<file path="src/rtl/hamming_counter.sv">
// hamming_counter
//   Free-running 26-bit event counter. The count is kept alongside its
//   32-bit extended Hamming (SECDED) codeword, and only the codeword is
//   visible outside the block.
//
// Ports
//   clk     in   1  single clock, all state updates on its rising edge
//   rst     in   1  asynchronous active-high reset, clears count and codeword
//   enable  in   1  count-enable, sampled on the rising edge of clk
//   counter out 32  registered extended Hamming codeword of the count
//
// Codeword layout: bit i is Hamming position i for i = 1..31. Parity bits
// sit at positions 1, 2, 4, 8 and 16. Bit 0 holds the overall parity, so
// the full word always has even weight.
module hamming_counter (
  input  logic        clk,
  input  logic        rst,
  input  logic        enable,
  output logic [31:0] counter
);

  logic [25:0] count_q;
  logic [25:0] count_d;
  logic [31:0] counter_q;
  logic [31:0] counter_d;

  // Place the data onto the non-power-of-two positions, then generate the
  // parity bits. Each mask selects every position whose index has bit k
  // set. A parity bit is still zero when its own mask covers it, so it does
  // not feed back into itself. Earlier parity bits fall outside later masks.
  function automatic logic [31:0] encode(input logic [25:0] d);
    logic [31:0] w;
    w        = 32'h0000_0000;
    w[3]     = d[0];
    w[7:5]   = d[3:1];
    w[15:9]  = d[10:4];
    w[31:17] = d[25:11];
    w[1]     = ^(w & 32'hAAAA_AAAA);
    w[2]     = ^(w & 32'hCCCC_CCCC);
    w[4]     = ^(w & 32'hF0F0_F0F0);
    w[8]     = ^(w & 32'hFF00_FF00);
    w[16]    = ^(w & 32'hFFFF_0000);
    w[0]     = ^w[31:1];
    return w;
  endfunction

  // Next-state: increment and re-encode when enabled, otherwise hold both.
  // The increment wraps naturally at 26 bits.
  always_comb begin
    count_d   = count_q;
    counter_d = counter_q;
    if (enable) begin
      count_d   = count_q + 26'd1;
      counter_d = encode(count_q + 26'd1);
    end else begin
      count_d   = count_q;
      counter_d = counter_q;
    end
  end

  // State registers. encode(0) is all zeros, so reset keeps the pair
  // consistent.
  always_ff @(posedge clk or posedge rst) begin
    if (rst) begin
      count_q   <= 26'd0;
      counter_q <= 32'h0000_0000;
    end else begin
      count_q   <= count_d;
      counter_q <= counter_d;
    end
  end

  assign counter = counter_q;

endmodule

</file>
<file path="config.mk">
export PLATFORM = sky130hd
export DESIGN_NAME = hamming_counter
export DESIGN_NICKNAME = d
export VERILOG_FILES = /design/src/rtl/hamming_counter.sv
export SDC_FILE = /design/constraint.sdc
export NUM_CORES = 1
export LEC_CHECK = 0
export BUFFER_PORTS_ARGS = -buffer_cell sky130_fd_sc_hd__buf_4
export CAP_MARGIN = 20
export CELL_PAD_IN_SITES_DETAIL_PLACEMENT = 1
export CELL_PAD_IN_SITES_GLOBAL_PLACEMENT = 2
export CORE_MARGIN = 1
export CORE_UTILIZATION = 36
export DETAILED_ROUTE_END_ITERATION = 10
export GPL_TIMING_DRIVEN = 0
export HOLD_SLACK_MARGIN = 0.08
export PLACE_DENSITY = 0.8
export SYNTH_ARGS = -nofsm -noshare
export SYNTH_HDL_FRONTEND = slang
export SYNTH_SLANG_ARGS = --single-unit
</file>
<file path="constraint.sdc">
create_clock -name clk -period 3.8 [get_ports clk]
set_input_delay 0.38 -clock clk [delete_from_list [all_inputs] [get_ports clk]]
set_output_delay 0.38 -clock clk [all_outputs]
set_load 0.01 [all_outputs]
</file>
Yosys cells after proc, flatten, opt, wreduce, memory -nomap -nowiden:

Cells that the tools add are included.

* add/subtract/negate cells: 1
* reductions and logical operators: 6

Operator list (number)
* 32-bit XOR reduction: 5
* 31-bit XOR reduction: 1
* 26-bit by 1-bit adder with 26-bit output, second input constant: 1

* logic and storage cells: 9
* output and inout port bits: 32
* input port bits: 3
* flip-flop bits (word level): 58

Logic depth before layout (Yosys ltp):

Gate-level depths: netlist of run 1.

* depth in word-level cells: 3
* gate-level depth with buffers: 12
* mapped depth without buffers: 10

Worst setup path after synthesis of run 1:

OpenSTA, ideal clock, no wires.

* path type: reg-to-reg
* from: register, netlist name counter[5]
* to: register counter_q[0] (netlist: counter[0])
* required time: 3723 ps
* arrival time: 3007 ps
* path slack: 716 ps
* period minus slack after synthesis: 3084 ps
* library setup time: 77 ps
* path buffers: 0
* stages on the path, launching flop included: 11
* cells stage by stage: dfrtp_1 > ha_1 > nand4_1 > nor4_1 > nand2_1 > xnor2_1 > xnor3_1 > xnor3_1 > xnor2_1 > xnor3_1 > a21oi_1

RTL lines
* end signal, assigned: line 69 `counter_q <= counter_d;`
* end, declared: line 24 `logic [31:0] counter_q;`

==> out/qor.log, run 1 <==
qor: run_status.outcome complete, no violations
qor: synthesis.synth-seq-cells 32
qor: floorplanning.initial_utilization 37.1%
qor: placement.placement.io_buffers 33
qor: global_routing.grt_max_degree 18
qor: global_routing.met2_demand_to_capacity_share_in_global_routing 33.9%
qor: global_routing.grt_pass1_vias 2099
qor: cells_and_area.layout_commonest_cell xnor2_1
qor: floorplanning.rows 30
qor: sta.post-route-period-util 91.8%
qor: cells_and_area.antenna_cells_inserted 0
qor: cts.tritoncts.num_buffers 5
qor: cts.clk_lat_worst_skew 0.29 ns
qor: sta.rsz0062_at_grt false
qor: cells_and_area.final_nets 310
qor: drt.routed_wirelength 6.55 mm
qor: drt.post_drt_via_cell_ratio 5.26
qor: global_routing.grt.met1_usage 26.2%
qor: worst_setup_path.setup.reg_to_reg.worst_slack 0.31 ns
qor: worst_setup_path.worstSetupPathType flip-flop to flip-flop
qor: global_routing.globalRouteOverflowTotal 0
qor: floorplanning.floorplan.core_area 0.00676 mm^2
qor: global_routing.antenna_found_initial 0
qor: global_routing.grt_pass1_wl 11.2 mm
qor: drt.detail_route.wl_per_cell 16.9 um
qor: cells_and_area.final.fill_count 818
qor: sta.setup_total_negative_slack 0 ns
qor: worst_setup_path.worstReg2RegEnd counter[0]$_DFFE_PP0P_
qor: sta.clock-skew-final 0.00696 ns
qor: synthesis.synth_seq_area_share 32.0%
qor: cts.htree_num_levels 2
qor: drt.detail-route-antenna-nets 0
qor: cts.cts_max_path_buffers 2
qor: sta.final-setup-viol-count 0
qor: synthesis.synthCells 265
qor: sta.worst-slew-pin-transition 0.730 ns
qor: floorplanning.die_w 85.4 um
qor: cells_and_area.final_layout_size_suffix_gt1_share 19.9%
qor: cts.ctsHoldBuffers 0
qor: cells_and_area.layout_common_cells xnor2_1, buf_4, dfrtp_1
qor: synthesis.ys.warnings.count 0
qor: placement.place_congestion 0.763
qor: drt.drc 0
qor: synthesis.synth_flop_cell dfrtp_1
qor: sta.max_slew_margin 50.9%
qor: synthesis.post-synth-top-area-cell dfrtp_1
qor: sta.finalHoldViolCount 0
qor: cells_and_area.largest_reg_flops 32
qor: worst_setup_path.critPathMaxFanout 8
qor: synthesis.postSynth.asyncResetShare 100%
qor: cts.cts.root.buffer_cell clkbuf_8
qor: cells_and_area.register_area 801 um^2
qor: placement.dpl.hpwl 4.95 mm
qor: worst_setup_path.r2r_cells 11
qor: drt.dr.first_iter.drc_count 83
qor: sta.fmax 0.287 GHz
qor: floorplanning.dieHeight 85.4 um
qor: synthesis.syn_avg_cell_area 9.45 um^2
qor: synthesis.synth_area_leaders dfrtp_1, xnor2_1, xor2_1, nand4_1, xnor3_1
qor: pwr.leakagePower 1.28 nW
qor: worst_setup_path.timing.critical_path.from counter[3]$_DFFE_PP0P_
qor: cells_and_area.utilization 44.0%
qor: global_routing.gr_met3_demand_resource 3.02%
qor: sta.fin_crit 3.49 ns
qor: drt.detailroute.via_count 2036
qor: cells_and_area.multi_input_comb_area 0.00158 mm^2
qor: floorplanning.die_area 0.00729 mm^2
qor: synthesis.synth_cell_types 45
qor: synthesis.postSynthNetCount 269
qor: worst_setup_path.start_kind flip-flop
qor: sta.maxSlewViolCount 0
qor: cells_and_area.area_delta_synth_final 18.8%
qor: cells_and_area.instances_no_fill 387
qor: worst_setup_path.crit_path_end_kind flip-flop
qor: synthesis.number_of_flops_mapped_to_enable_cells_by_yosys 0
qor: worst_setup_path.critPathArrivalTime 3.70 ns
qor: hold_path.hp-class input port to asynchronous set/reset pin
qor: pwr.ir_drop 386 uV
qor: global_routing.global_route_layer_with_the_greatest_usage met2
qor: drt.drtPass1Iterations 4
qor: global_routing.grt_use_total 19.8%
qor: cts.clock_tree_from_tritoncts built
qor: floorplanning.io_pins 35
qor: placement.numPlacedInstances 379
qor: flow_run.max_cap_viol_count 0
qor: synthesis.post_synth_instance_area 0.00250 mm^2
qor: worst_setup_path.crit_path_end counter[0]$_DFFE_PP0P_
qor: worst_setup_path.worst_ep_required_time 4.02 ns
qor: cts.clkTransAtPathRegs 0.07 ns
qor: cts.clkSinkCount 32
qor: synthesis.post-synth-top-area-fraction 32.0%
qor: pwr.power-per-cell-area 670 mW/mm^2
qor: worst_setup_path.r2r_start counter[3]$_DFFE_PP0P_
==> per-stage QoR <==
stage	setup slack (ns)	area, um^2	power (mW)	hold WS (ns)
6_report	0.313	2980	1.99	0.212
5_1_grt	0.0257	2980	2.13	0.287
4_1_cts	0.252	2980	2.02	0.239
3_5_place_dp	-0.0149	2880	1.73	0.500
3_3_place_gp	0.0169	2850	1.70	0.494
2_1_floorplan	0.716	2500	1.47	0.496
==> worst min path at each step <==
stage | depth (start not counted) | start | end
2_1_floorplan | 1 | rst | counter[0]$_DFFE_PP0P_
6_report | 2 | rst | counter[28]$_DFFE_PP0P_
5_1_grt | 2 | rst | counter[28]$_DFFE_PP0P_
4_1_cts | 2 | rst | counter[28]$_DFFE_PP0P_
3_3_place_gp | 1 | counter[2]$_DFFE_PP0P_ | counter[2]$_DFFE_PP0P_
3_5_place_dp | 1 | counter[4]$_DFFE_PP0P_ | counter[4]$_DFFE_PP0P_
==> logic make-up after synthesis <==
logic type,synth area share (%)
mux,3.40
compound gates,8.25
simple gates,19.1
buf+inv,5.05
xor+xnor,31.7
fa+ha+maj,0.500
flops,32.0
==> routing by layer <==
layer / up-vias / wire [um]
met5: - / 0
met3: 6 / 140
met1: 1012 / 3110
li1: 991 / -
met4: 0 / 66
met2: 27 / 3240
==> power breakdown <==
group,switching (mW),internal (mW),total [mW]
registers,0.0603,0.411,0.471
logic,0.539,0.703,1.24
clock network,0.134,0.148,0.282
total,0.733,1.26,1.99
==> repair_timing <==
item	4_1_cts	5_1_grt
setup buffers	0	0
endpoints found under the setup margin	1	0
resized for setup	1	0
==> layout make-up <==
type | instances | area share [%]
flip-flops and latches | 32 | 26.9
inverters | 4 | 0.505
multi-input cells | 206 | 53.2
repair buffers | 34 | 9.25
well taps | 80 | 3.36
plain buffers | 23 | 3.74
clock buffers | 8 | 3.03
==> synthesized netlist by cell type, types with 2 or more instances <==
| cell type | instances |
|---|---|
| a21boi_0 | 4 |
| xnor3_1 | 4 |
| a31oi_1 | 2 |
| o21ai_0 | 5 |
| clkbuf_1 | 11 |
| and4b_1 | 2 |
| a21oi_1 | 7 |
| nand2_1 | 18 |
| dfrtp_1 | 32 |
| mux2i_1 | 4 |
| nor2b_1 | 2 |
| mux2_2 | 4 |
| nor2_1 | 10 |
| and3_1 | 8 |
| buf_1 | 2 |
| buf_2 | 5 |
| nor3_1 | 5 |
| nand4_1 | 15 |
| xnor2_2 | 2 |
| nand2b_1 | 3 |
| xor2_1 | 21 |
| buf_4 | 5 |
| nand3_1 | 14 |
| o31ai_1 | 3 |
| nor4_1 | 2 |
| xnor2_1 | 53 |
| inv_1 | 4 |
==> worst max-delay path: stages, from the launching register on <==
cell and delay [ns]:
dfrtp_1 0.38, clkbuf_1 0.32, nand4_1 0.24, nor3_1 0.57, and4_1 0.28, buf_2 0.18
nand2_1 0.10, o22ai_1 0.28, xor3_1 0.40, xnor2_1 0.20, xnor3_1 0.34, a21oi_1 0.14
Note: power is estimated with default switching activity, not from simulation.
==> inputs of run 2 (changes only) <==
--- a/config.mk
+++ b/config.mk
@@ -14,6 +14,7 @@
 export DETAILED_ROUTE_END_ITERATION = 10
 export GPL_TIMING_DRIVEN = 0
 export HOLD_SLACK_MARGIN = 0.08
+export MAX_ROUTING_LAYER = met4
 export PLACE_DENSITY = 0.8
 export SYNTH_ARGS = -nofsm -noshare
 export SYNTH_HDL_FRONTEND = slang
==> run 2 against run 1 <==
  * Sequential share of layout area is the same
  * Non-clock buffer count is the same
  * Combinational power is essentially flat
  * Hold slack lost 0.0014 ns
  * Power is essentially flat
  * Fmax shrank 0.11%
  * Cell area is the same
  * Via count shrank 0.44%
  * Critical path depth is the same
  * Clock-buffer cell count is the same
  * First-iteration DRC count grew 12%
  * Sequential power is essentially flat
  * Critical endpoint unchanged
  * Largest power group unchanged
==> out/qor.log, run 2 (synthesis gave the netlist of run 1 again) <==
qor: run_status.outcome complete, no violations
qor: cts.post_cts_buffers 0 [unchanged]
qor: cells_and_area.final_layout_size_suffix_gt1_share 19.9% [unchanged]
qor: cells_and_area.largest_reg_flops 32 [unchanged]
qor: worst_setup_path.crit_path_cell_trace clkbuf_1 > nand4_1 > nor3_1 > and4_1 > buf_2 > nand2_1 > o22ai_1 > xor3_1 > xnor2_1 > xnor3_1 > a21oi_1
qor: global_routing.grt_pass1_vias 2098 [-0.048%]
qor: placement.dpl_worst_slack -0.0149 ns [unchanged]
qor: placement.numPlacedInstances 379 [unchanged]
qor: placement.placement.io_buffers 33 [unchanged]
qor: worst_setup_path.critPathArrivalTime 3.71 ns [about the same]
qor: worst_setup_path.r2r_cells 11 [unchanged]
qor: sta.finalHoldViolCount 0 [unchanged]
qor: worst_setup_path.cp_slowest_cell nor3_1
qor: cells_and_area.final_nets 310 [unchanged]
qor: cts.tritoncts.num_buffers 5 [unchanged]
qor: worst_setup_path.max_stage_delay 0.57 ns [about the same]
qor: global_routing.grt_pass1_wl 11.2 mm [+0.19%]
qor: pwr.power_frac_seq 23.6% [about the same]
qor: cts.clkTransAtPathRegs 0.08 ns [about the same]
qor: pwr.report.power.total 1.99 mW [about the same]
qor: drt.post_drt_via_cell_ratio 5.24 [-0.44%]
qor: floorplanning.die_area 0.00729 mm^2 [unchanged]
qor: pwr.cellInternalPower 1.26 mW [unchanged]
qor: global_routing.grt_max_degree 18 [unchanged]
qor: cts.clkSinkCount 32 [unchanged]
qor: worst_setup_path.crit_path_end_kind flip-flop
qor: worst_setup_path.r2r_start counter[3]$_DFFE_PP0P_
qor: cells_and_area.utilization 44.0% [unchanged]
qor: sta.fin_worst_hold_slack 0.211 ns [-0.00138 ns]
qor: worst_setup_path.worstSetupPathType flip-flop to flip-flop
qor: cts.cts_max_path_buffers 2 [unchanged]
qor: pwr.power-per-cell-area 670 mW/mm^2 [about the same]
qor: pwr.share_comb_of_total_power 62.2% [about the same]
qor: drt.routed_wirelength 6.55 mm [about the same]
qor: floorplanning.rows 30 [unchanged]
qor: floorplanning.dieHeight 85.4 um [unchanged]
qor: worst_setup_path.critPathMaxFanout 8 [unchanged]
qor: cts.clk_lat_worst_skew 0.29 ns [about the same]
qor: floorplanning.initial_utilization 37.1% [unchanged]
qor: sta.setup_total_negative_slack 0 ns [unchanged]
qor: cts.ctsHoldBuffers 0 [unchanged]
qor: floorplanning.io_pins 35 [unchanged]
qor: worst_setup_path.start_kind flip-flop
qor: worst_setup_path.setup.reg_to_reg.worst_slack 0.31 ns [about the same]
qor: cells_and_area.layout_commonest_cell xnor2_1
qor: global_routing.globalRouteOverflowTotal 0 [unchanged]
qor: cells_and_area.antenna_cells_inserted 0 [unchanged]
qor: drt.detail_route.wl_per_cell 16.9 um [about the same]
qor: floorplanning.floorplan.core_area 0.00676 mm^2 [unchanged]
qor: cells_and_area.instances_no_fill 387 [unchanged]
qor: cts.cts.root.buffer_cell clkbuf_8
qor: pwr.clockPowerShare 14.2% [about the same]
qor: worst_setup_path.worst_ep_required_time 4.02 ns [about the same]
qor: sta.post-route-period-util 91.9% [+0.10 points]
qor: drt.detailroute.via_count 2027 [-0.44%]
qor: flow_run.max_cap_viol_count 0 [unchanged]
qor: sta.rsz0062_at_grt false
qor: drt.drtPass1Iterations 4 [unchanged]
qor: cells_and_area.fin_area 0.00298 mm^2 [unchanged]
qor: hold_path.hp-class input port to asynchronous set/reset pin
qor: sta.max_slew_margin 48.8% [-2.2 points]
qor: sta.fin_crit 3.49 ns [+0.00399 ns]
qor: sta.fmax 0.286 GHz [-0.11%]
qor: drt.dr.first_iter.drc_count 93 [+12%]
qor: cts.htree_num_levels 2 [unchanged]
qor: worst_setup_path.worstReg2RegEnd counter[0]$_DFFE_PP0P_
qor: pwr.power.switching_fraction 36.7% [about the same]
qor: sta.worst-slew-pin-transition 0.762 ns [+0.0327 ns]
qor: sta.maxSlewViolCount 0 [unchanged]
qor: drt.detail-route-antenna-nets 0 [unchanged]
qor: global_routing.grt_use_total 20.4% [+0.62 points]
qor: drt.drc 0 [unchanged]
qor: pwr.leakagePower 1.28 nW [unchanged]
qor: cells_and_area.layout_common_cells xnor2_1, buf_4, dfrtp_1
qor: cells_and_area.area_delta_synth_final 18.8% [unchanged]
qor: placement.cell_area_after_placement 0.00288 mm^2 [unchanged]
qor: pwr.ir_drop 385 uV [about the same]
qor: placement.dpl.hpwl 4.95 mm [unchanged]
qor: cts.clock_tree_from_tritoncts built
qor: global_routing.antenna_found_initial 0 [unchanged]
qor: pwr.switchingPower 0.732 mW [about the same]
qor: sta.clock-skew-final 0.0100 ns [+0.00307 ns]
qor: sta.final.setup.worst_slack 0.309 ns [-0.00399 ns]
qor: sta.final-setup-viol-count 0 [unchanged]
qor: floorplanning.die_w 85.4 um [unchanged]
qor: placement.place_congestion 0.773 [+1.3%]
==> run 2: worst max path at each step <==
stage / end / depth (start not counted) / start
2_1_floorplan: counter[0]$_DFFE_PP0P_ / 10 / counter[5]$_DFFE_PP0P_
3_3_place_gp: counter[0]$_DFFE_PP0P_ / 10 / counter[5]$_DFFE_PP0P_
3_5_place_dp: counter[0]$_DFFE_PP0P_ / 10 / counter[5]$_DFFE_PP0P_
4_1_cts: counter[0]$_DFFE_PP0P_ / 11 / counter[3]$_DFFE_PP0P_
5_1_grt: counter[0]$_DFFE_PP0P_ / 11 / counter[3]$_DFFE_PP0P_
6_report: counter[0]$_DFFE_PP0P_ / 11 / counter[3]$_DFFE_PP0P_
==> run 2: area by class of cell <==
type / count / area (um^2)
sequential: 32 / 801
tap: 80 / 100
fill: 818 / 3780
multi-input combinational: 206 / 1580
clock buffer: 8 / 90.1
buffer: 23 / 111
timing repair buffer: 34 / 275
inverter: 4 / 15.0
==> run 2: what timing repair did <==
item                                    in CTS  in global routing
hold endpoints to repair                     0                  0
endpoints found under the setup margin       1                  0
resized for setup                            1                  0
==> run 2: metal layers <==
layer,up-vias,share of wire (%),GRT usage [%]
met3,6,2.0,2.92
met1,1002,48,26.5
met4,0,1.0,5.00
met2,26,49,33.8
li1,993,-,-
met5,-,0,-
==> run 2: power groups by stage <==
stage / Combinational (mW) / Clock [mW] / Sequential, mW
after floorplan: 0.971 / 0 / 0.496
after global placement: 1.22 / 0 / 0.476
after detailed placement: 1.25 / 0 / 0.478
after CTS: 1.26 / 0.296 / 0.471
after global routing: 1.35 / 0.309 / 0.480
final: 1.24 / 0.284 / 0.471
==> run 2: critical path, delay by kind of cell, from the launching register on <==
kind,cells,cell delay [ns]
flops,1,0.38
xor+xnor,3,0.94
buf+inv,2,0.51
simple gates,4,1.19
compound gates,2,0.42
